$ cat config.mk
export PLATFORM = sky130hd
export DESIGN_NAME = uart_memif_arb
export DESIGN_NICKNAME = d
export VERILOG_FILES = /design/src/rtl/uart_memif_arb.sv
export SDC_FILE = /design/constraint.sdc
export NUM_CORES = 1
export LEC_CHECK = 0
export BUFFER_PORTS_ARGS = -buffer_cell sky130_fd_sc_hd__clkbuf_2
export CORE_ASPECT_RATIO = 0.9
export CORE_MARGIN = 5
export CORE_UTILIZATION = 25
export CTS_BUF_LIST = sky130_fd_sc_hd__clkbuf_2 sky130_fd_sc_hd__clkbuf_4 sky130_fd_sc_hd__clkbuf_8
export CTS_CLUSTER_SIZE = 30
export DETAILED_ROUTE_END_ITERATION = 7
export GPL_ROUTABILITY_DRIVEN = 0
export PLACE_DENSITY_LB_ADDON = 0.08
export REMOVE_ABC_BUFFERS = 1
export SETUP_SLACK_MARGIN = 0.4
export SLEW_MARGIN = 20
export SYNTH_ARGS = -nofsm -noshare
export SYNTH_HDL_FRONTEND = slang
export SYNTH_SLANG_ARGS = --single-unit
$ cat constraint.sdc
create_clock -name g_clk -period 1.9 [get_ports g_clk]
set_input_delay 0.285 -clock g_clk [delete_from_list [all_inputs] [get_ports g_clk]]
set_output_delay 0.285 -clock g_clk [all_outputs]
set_load 0.03 [all_outputs]
$ cat src/rtl/uart_memif_arb.sv
// Round-robin arbiter sharing the UART register interface between two requesters,
// with an optional timed bus lock and routing of the one-cycle-delayed read response.
module uart_memif_arb #(
   parameter int LOCK_TIMEOUT = 16,
   parameter int AW = 4
) (
   input  logic          g_clk,
   input  logic          g_resetn,
   output logic          g_clk_req,
   input  logic          m0_req,
   output logic          m0_gnt,
   input  logic          m0_wen,
   input  logic [3:0]    m0_strb,
   input  logic [AW-1:0] m0_addr,
   input  logic [31:0]   m0_wdata,
   input  logic          m0_lock,
   output logic          m0_rsp,
   output logic [31:0]   m0_rdata,
   output logic          m0_error,
   input  logic          m1_req,
   output logic          m1_gnt,
   input  logic          m1_wen,
   input  logic [3:0]    m1_strb,
   input  logic [AW-1:0] m1_addr,
   input  logic [31:0]   m1_wdata,
   input  logic          m1_lock,
   output logic          m1_rsp,
   output logic [31:0]   m1_rdata,
   output logic          m1_error,
   output logic          s_req,
   input  logic          s_gnt,
   output logic          s_wen,
   output logic [3:0]    s_strb,
   output logic [AW-1:0] s_addr,
   output logic [31:0]   s_wdata,
   input  logic [31:0]   s_rdata,
   input  logic          s_error,
   output logic          lock_abort
);

   typedef enum logic {UNLOCKED = 1'b0, LOCKED = 1'b1} lock_state_t;

   localparam logic [7:0] CNT_MAX = 8'(LOCK_TIMEOUT - 1);

   lock_state_t state, state_nxt;
   logic        last, last_nxt;
   logic        lock_owner, owner_nxt;
   logic [7:0]  lock_cnt, cnt_nxt;
   logic        rsp_pend, rsp_sel;
   logic        sel, sel_vld, sel_lock, acc, timeout;

   // While locked only the owner is eligible; otherwise round-robin on contention
   always_comb begin
      sel     = 1'b0;
      sel_vld = 1'b0;
      if (state == LOCKED) begin
         sel     = lock_owner;
         sel_vld = lock_owner ? m1_req : m0_req;
      end else if (m0_req && m1_req) begin
         sel     = ~last;
         sel_vld = 1'b1;
      end else if (m0_req) begin
         sel     = 1'b0;
         sel_vld = 1'b1;
      end else if (m1_req) begin
         sel     = 1'b1;
         sel_vld = 1'b1;
      end else begin
         sel     = 1'b0;
         sel_vld = 1'b0;
      end
   end

   assign s_req    = sel_vld;
   assign s_wen    = sel_vld && (sel ? m1_wen : m0_wen);
   assign s_strb   = sel_vld ? (sel ? m1_strb : m0_strb) : 4'b0;
   assign s_addr   = sel_vld ? (sel ? m1_addr : m0_addr) : {AW{1'b0}};
   assign s_wdata  = sel_vld ? (sel ? m1_wdata : m0_wdata) : 32'b0;
   assign sel_lock = sel ? m1_lock : m0_lock;

   assign acc        = sel_vld && s_gnt;
   assign m0_gnt     = acc && !sel;
   assign m1_gnt     = acc && sel;
   assign timeout    = (state == LOCKED) && (lock_cnt == CNT_MAX);
   assign lock_abort = timeout;

   assign m0_rsp   = rsp_pend && !rsp_sel;
   assign m1_rsp   = rsp_pend && rsp_sel;
   assign m0_rdata = m0_rsp ? s_rdata : 32'b0;
   assign m1_rdata = m1_rsp ? s_rdata : 32'b0;
   assign m0_error = m0_rsp && s_error;
   assign m1_error = m1_rsp && s_error;

   assign g_clk_req = m0_req || m1_req || rsp_pend || (state == LOCKED);

   // Lock state machine; any release hands priority away from the owner
   always_comb begin
      state_nxt = state;
      owner_nxt = lock_owner;
      cnt_nxt   = lock_cnt;
      last_nxt  = acc ? sel : last;
      case (state)
         UNLOCKED: begin
            if (acc && sel_lock) begin
               state_nxt = LOCKED;
               owner_nxt = sel;
               cnt_nxt   = 8'd0;
            end else begin
               cnt_nxt   = lock_cnt;
            end
         end
         LOCKED: begin
            // Timeout wins over the owner's lock bit on a coinciding transfer
            if (timeout || (acc && !sel_lock)) begin
               state_nxt = UNLOCKED;
               last_nxt  = lock_owner;
               cnt_nxt   = 8'd0;
            end else begin
               cnt_nxt   = lock_cnt + 8'd1;
            end
         end
         default: begin
            state_nxt = UNLOCKED;
            cnt_nxt   = 8'd0;
         end
      endcase
   end

   // State registers with synchronous active-low reset
   always_ff @(posedge g_clk) begin
      if (!g_resetn) begin
         state      <= UNLOCKED;
         last       <= 1'b1;
         lock_owner <= 1'b0;
         lock_cnt   <= 8'd0;
         rsp_pend   <= 1'b0;
         rsp_sel    <= 1'b0;
      end else begin
         state      <= state_nxt;
         last       <= last_nxt;
         lock_owner <= owner_nxt;
         lock_cnt   <= cnt_nxt;
         rsp_pend   <= acc;
         if (acc) begin
            rsp_sel <= sel;
         end else begin
            rsp_sel <= rsp_sel;
         end
      end
   end

endmodule

==> impl_metrics.py, run 1 <==
metrics = {
    "setup_path": {
        "worst-setup-path-type": "register to primary output",
        "endpoint_kind": "primary output",
        "path_max_fanout": 9,
        "ff2ff_path_depth": 8,
        "cp-start-kind": "register",
        "cp.required_ns": 1.62,
        "crit_arrival_ns": 1.68,
    },
    "detailed_routing": {
        "drcViolationCount": 0,
        "ant_nets": 0,
        "routed_wl_microns": 12200,
        "vias": 3198,
        "routedWlPerCell_microns": 18.8,
        "first_pass_iters": 4,
        "drtIter0Drc": 109,
        "vias_per_cell": 4.91,
    },
    "yosys": {
        "synthFlopType": "dfxtp_1",
        "netlist-cell-type-count": 44,
        "yosys-top-cells-count": "nand2_1 (92), a21oi_1 (45), and2_1 (35)",
        "syn_area_sq_um": 1810,
        "ys_warn_count": 0,
        "synth_top_area_cell": "nand2_1",
        "synth_area_leaders": "nand2_1 (19%), dfxtp_1 (14%), a21oi_1 (12%), and2_1 (12%), and3_1 (12%)",
        "synth_top_area_share_pct": 19.1,
        "syn_inst": 306,
        "synth-seq-cells": 13,
        "seq_area_frac_synth_pct": 14.4,
        "synth-edff-count": 0,
        "avgSynthCellArea_sq_um": 5.91,
        "synth_most_common_cell": "nand2_1",
        "postSynth.asyncResetShare_pct": 0,
    },
    "global_route": {
        "grt_pass1_wl_microns": 16500,
        "antenna_found_initial": 0,
        "grt_usage_pct": 22.6,
        "gr-total-overflow": 0,
        "grt_pass1_vias": 3014,
        "grt_max_degree": 42,
    },
    "floorplanning": {
        "die_x_microns": 99.7,
        "row_count": 29,
        "dieArea_sq_um": 9040,
        "ios": 236,
        "fp.dieH_microns": 90.7,
        "initial_utilization_pct": 25.7,
        "core-area_sq_um": 7040,
    },
    "timing": {
        "fin_crit_ns": 1.96,
        "finalHoldViolCount": 0,
        "layout_setup_ws_ns": -0.0635,
        "finalCritPeriodShare_pct": 103,
        "fmax_mhz": 509,
        "worstMarginPinSlew_ns": 0.339,
        "slew_headroom_pct": 77.4,
        "drv_slew": 0,
        "rsz0062_at_grt": "true",
        "setup_viol": 16,
        "tns_ns": -0.487,
        "fin_skew_ns": 0.00216,
    },
    "pwr": {
        "swShare_pct": 45.5,
        "pwr-share-comb_pct": 72.9,
        "pwr-share-clk_pct": 12.5,
        "internal-power_mw": 1.11,
        "p_leak_nw": 2.36,
        "ir_worst_vdd_mv": 0.351,
        "power_mw": 2.03,
        "seqPwrFrac_pct": 14.6,
        "switching_power_mw": 0.924,
        "p_per_area_nw_per_um2": 447,
    },
    "finish": {
        "final_util_pct": 64.6,
        "final_area_sq_um": 4550,
        "multi_input_area_sq_um": 1760,
        "stdcell_count": 651,
        "area_growth_pct": 151,
        "nets": 682,
        "seq_area_sq_um": 277,
        "num_antenna_cells": 0,
        "drive_gt1_share_pct": 68.1,
        "fill_cells": 608,
    },
    "outcome": {
        "violations": "setup timing",
        "outcome": "finished, violations left",
    },
    "run": {
        "maxCapViolCount": 0,
    },
    "clocking": {
        "cts_buffers": 3,
        "cts.clk_slew.worst_paths_ns": 0.06,
        "cts_tree": "built",
        "clock_path_buffers": 2,
        "cts_max_level": 1,
        "hold_buffers": 0,
        "clk_latency_ns": 0.25,
        "cts-root-buf": "clkbuf_8",
        "cts_sinks": 13,
    },
    "hold_path": {
        "hp-class": "primary input to register",
        "holdPathStages": 3,
    },
    "placed_design": {
        "dpl_cell_area_sq_um": 3120,
        "placedCellCount": 619,
        "io_buffers": 235,
        "dpl.hpwl_microns": 7880,
    },
}
[flip-flops by register name, summed over array words and instances (netlist names)]
register and cells:
lock_cnt 8, last 1, lock_owner 1, rsp_pend 1, rsp_sel 1, state 1
[worst paths after layout]
path / startpoint / endpoint / slack, ns
worst max-delay path: last / s_strb[2] / -0.06
worst min-delay path: g_resetn / lock_cnt[4] / 0.37
worst max register to register: last / lock_cnt[1] / 0.09
worst min register to register: lock_cnt[1] / lock_cnt[1] / 0.52
[placed cells by master, fill, tap and decap left out, types with 3 or more instances in the layout]
cell type / count
clkbuf_2: 152
nand2_1: 82
buf_6: 41
buf_8: 38
and3_1: 34
and2_4: 34
a21oi_2: 28
buf_4: 25
a21oi_1: 17
nand2_2: 8
buf_12: 8
dfxtp_2: 7
nor2_1: 6
o21ai_0: 4
dfxtp_1: 4
inv_1: 3
a211oi_1: 3
nor3_1: 3
xnor2_1: 3
clkbuf_8: 3
buf_16: 3
clkbuf_16: 3
[power by group through the flow]
stage                     Combinational (mW)  Clock, mW  Sequential, mW
final                                   1.48      0.254           0.297
after global routing                    1.55      0.267           0.299
after CTS                               1.22      0.262           0.294
after detailed placement               0.980          0           0.296
after global placement                 0.979          0           0.296
after floorplan                        0.563          0           0.312
[worst max-delay path, stage by stage (launching register included)]
cell	delay (ns)
dfxtp_2	0.33
and2_4	0.17
o21ai_4	0.25
buf_12	0.16
buf_16	0.12
nand2_1	0.07
a21oi_2	0.17
buf_6	0.15
[timing repair]
action / 4_1_cts / 5_1_grt
setup buffers: 13 / 4
gates resized for setup: 186 / 185
cloned: 7 / 4
pin swaps: 35 / 25
setup endpoints to repair: 125 / 124
[per-layer routing]
| metal | GRT usage (%) | routed length, microns | share of wire [%] |
|---|---|---|---|
| met4 | 5.12 | 220 | 1.8 |
| met5 | 0 | 0 | 0 |
| met2 | 43.2 | 6540 | 53 |
| met1 | 25.2 | 4680 | 38 |
| met3 | 4.32 | 792 | 6.5 |
[metrics by stage]
stage	hold WS, ns	setup WS [ns]
2_1_floorplan	0.401	-0.658
3_3_place_gp	0.532	0.0386
3_5_place_dp	0.524	0.0325
4_1_cts	0.338	-0.0532
5_1_grt	0.378	-0.127
6_report	0.366	-0.0635
[logic make-up after synthesis]
family	count (synthesis)	share of synthesized area, %
buf+inv	32	6.78
simple gates	185	51.2
xor+xnor	5	2.84
fa+ha+maj	1	0.691
compound gates	67	21.7
flops	13	14.4
mux	3	2.42
[area by class of cell]
type                    instances  area share, %
well taps                      93           2.56
inverters                       6          0.605
multi-input cells             261           38.6
repair buffers                274           51.1
clock inverters                 1          0.110
flip-flops and latches         13           6.08
clock buffers                   3          0.908
(Power assumes the default switching activity.)
==> run 2: changes to the inputs <==
Settings changed: ABC_CLOCK_PERIOD_IN_PS from default to 2500.
Clock period 1.9 ns to 2.5 ns, I/O delays scaled along.
==> impl_metrics.py, run 2 (synthesis gave the netlist of run 1 again) <==
metrics = {
    "outcome": {
        "outcome": "complete, no violations",
    },
    "detailed_routing": {
        "ant_nets": 0,
        "routed_wl_microns": 9970,
        "top_layer": "met4",
        "drtIter0Drc": 119,
        "wl_met1_microns": 3850,
        "vias_per_cell": 4.64,
        "drcViolationCount": 0,
        "routedWlPerCell_microns": 15.8,
        "wl_met2_microns": 5170,
        "vias": 2928,
        "wl_met3_microns": 740,
        "first_pass_iters": 6,
    },
    "hold_path": {
        "min_from": "g_resetn",
        "hp-class": "primary input to register",
        "hold_end": "lock_cnt[4]",
        "holdPathStages": 3,
    },
    "placed_design": {
        "io_buffers": 235,
        "dpl.hpwl_microns": 8030,
        "placedCellCount": 618,
    },
    "clocking": {
        "cts_max_level": 1,
        "hold_buffers": 0,
        "clk_latency_ns": 0.24,
        "cts_tree": "built",
        "cts_buffers": 3,
        "cts.clk_slew.worst_paths_ns": 0.05,
        "cts-root-buf": "clkbuf_8",
        "cts_sinks": 13,
        "clock_path_buffers": 2,
    },
    "timing": {
        "fin_crit_ns": 2.05,
        "finalHoldViolCount": 0,
        "fin_skew_ns": 0.00103,
        "setup_viol": 0,
        "tns_ns": 0,
        "finalCritPeriodShare_pct": 82.1,
        "fmax_mhz": 487,
        "rsz0062_at_grt": "false",
        "slew_headroom_pct": 76.7,
        "worstMarginPinSlew_ns": 0.342,
        "drv_slew": 0,
    },
    "setup_path": {
        "ff2ff_path_depth": 7,
        "cp-start-kind": "register",
        "path_cells": "and2_4 -> o21ai_4 -> buf_12 -> buf_12 -> nand2_1 -> a21oi_1 -> buf_4",
        "regToRegEndpoint": "last",
        "critPathLaunch": "last",
        "path_max_fanout": 18,
        "endpoint_kind": "primary output",
        "critPathSlowestCell": "dfxtp_1",
        "slowest_delay_ns": 0.33,
        "r2r_slack_ns": 0.54,
        "cp.required_ns": 2.12,
        "worst-setup-path-type": "register to primary output",
        "crit_top_cell": "buf_12",
        "crit_arrival_ns": 1.68,
        "rr_startpoint": "last",
    },
    "floorplanning": {
        "core-area_sq_um": 7040,
        "die_x_microns": 99.7,
        "initial_utilization_pct": 25.7,
        "row_count": 29,
        "dieArea_sq_um": 9040,
        "fp.dieH_microns": 90.7,
        "ios": 236,
    },
    "finish": {
        "final_common_cell": "clkbuf_2",
        "largest_register_ffs": 8,
        "num_antenna_cells": 0,
        "area_growth_pct": 83.9,
        "stdcell_count": 631,
        "final_cell_mix": "clkbuf_2 (216), nand2_1 (91), a21oi_1 (42), and2_1 (34), and3_1 (34)",
        "nets": 662,
        "fill_cells": 753,
        "regMostFlops": "lock_cnt",
        "drive_gt1_share_pct": 50.7,
    },
    "global_route": {
        "grt_pass1_wl_microns": 14300,
        "grt_pass1_vias": 2704,
        "grt_max_degree": 37,
        "grt_usage_pct": 19.4,
        "antenna_found_initial": 0,
        "gr-total-overflow": 0,
    },
    "pwr": {
        "p_per_area_nw_per_um2": 366,
        "ir_worst_vdd_mv": 0.190,
        "p_leak_nw": 1.97,
    },
    "run": {
        "maxCapViolCount": 0,
    },
}
-- run 2: repair_timing --
action	4_1_cts	5_1_grt
setup endpoints to repair	42	33
buffers inserted	1	4
cloned	0	4
gates resized for setup	7	37
pin swaps	2	2
-- run 2: power breakdown --
part / switching [mW] / total [mW] / leakage, nW / internal (mW)
Combinational: 0.506 / 0.800 / 1.83 / 0.294
Sequential: 0.00661 / 0.222 / 0.106 / 0.215
Clock: 0.0736 / 0.197 / 0.0262 / 0.123
-- run 2: metrics by stage --
step | setup WS [ns] | instance area (sq um) | hold slack, ns | power (mW) | util (%)
after detailed placement | 0.349 | 3110 | 0.524 | 0.968 | 44.2
final | 0.448 | 3330 | 0.453 | 1.22 | 47.3
after global placement | 0.366 | 3110 | 0.515 | 0.968 | 44.2
after floorplan | -0.148 | 1710 | 0.491 | 0.665 | -
after CTS | 0.401 | 3190 | 0.448 | 1.18 | 45.3
after global routing | 0.369 | 3330 | 0.484 | 1.29 | 47.3
-- run 2: layer usage --
metal | global-route usage [%] | up-vias
li1 | - | 1495
met1 | 21.8 | 1288
met2 | 37.0 | 129
met3 | 3.40 | 16
met4 | 4.44 | 0
met5 | 0 | -
-- run 2: worst max-delay path by stage --
stage                        endpoint  slack (ns)  cells after the start
final                      s_wdata[6]        0.45                      7
after global routing       s_wdata[3]        0.37                      7
after CTS                 s_wdata[25]        0.40                      6
after detailed placement  s_wdata[25]        0.35                      7
after global placement    s_wdata[31]        0.37                      7
after floorplan              m0_error       -0.15                      2
-- run 2: area by class of cell --
class	count	area, sq um	share of cell area (%)
multi-input combinational	261	1450	43.6
tap	93	116	3.50
clock buffer	4	48.8	1.47
sequential	13	260	7.82
inverter	6	22.5	0.677
timing repair buffer	254	1430	42.9
-- run 2: critical path: cells and delay by family, from the launching register on --
family / cells / cell delay, ns
DFF: 1 / 0.33
and+or+nand+nor: 2 / 0.24
buffers and inverters: 3 / 0.48
AOI/OAI and AO/OA: 2 / 0.38
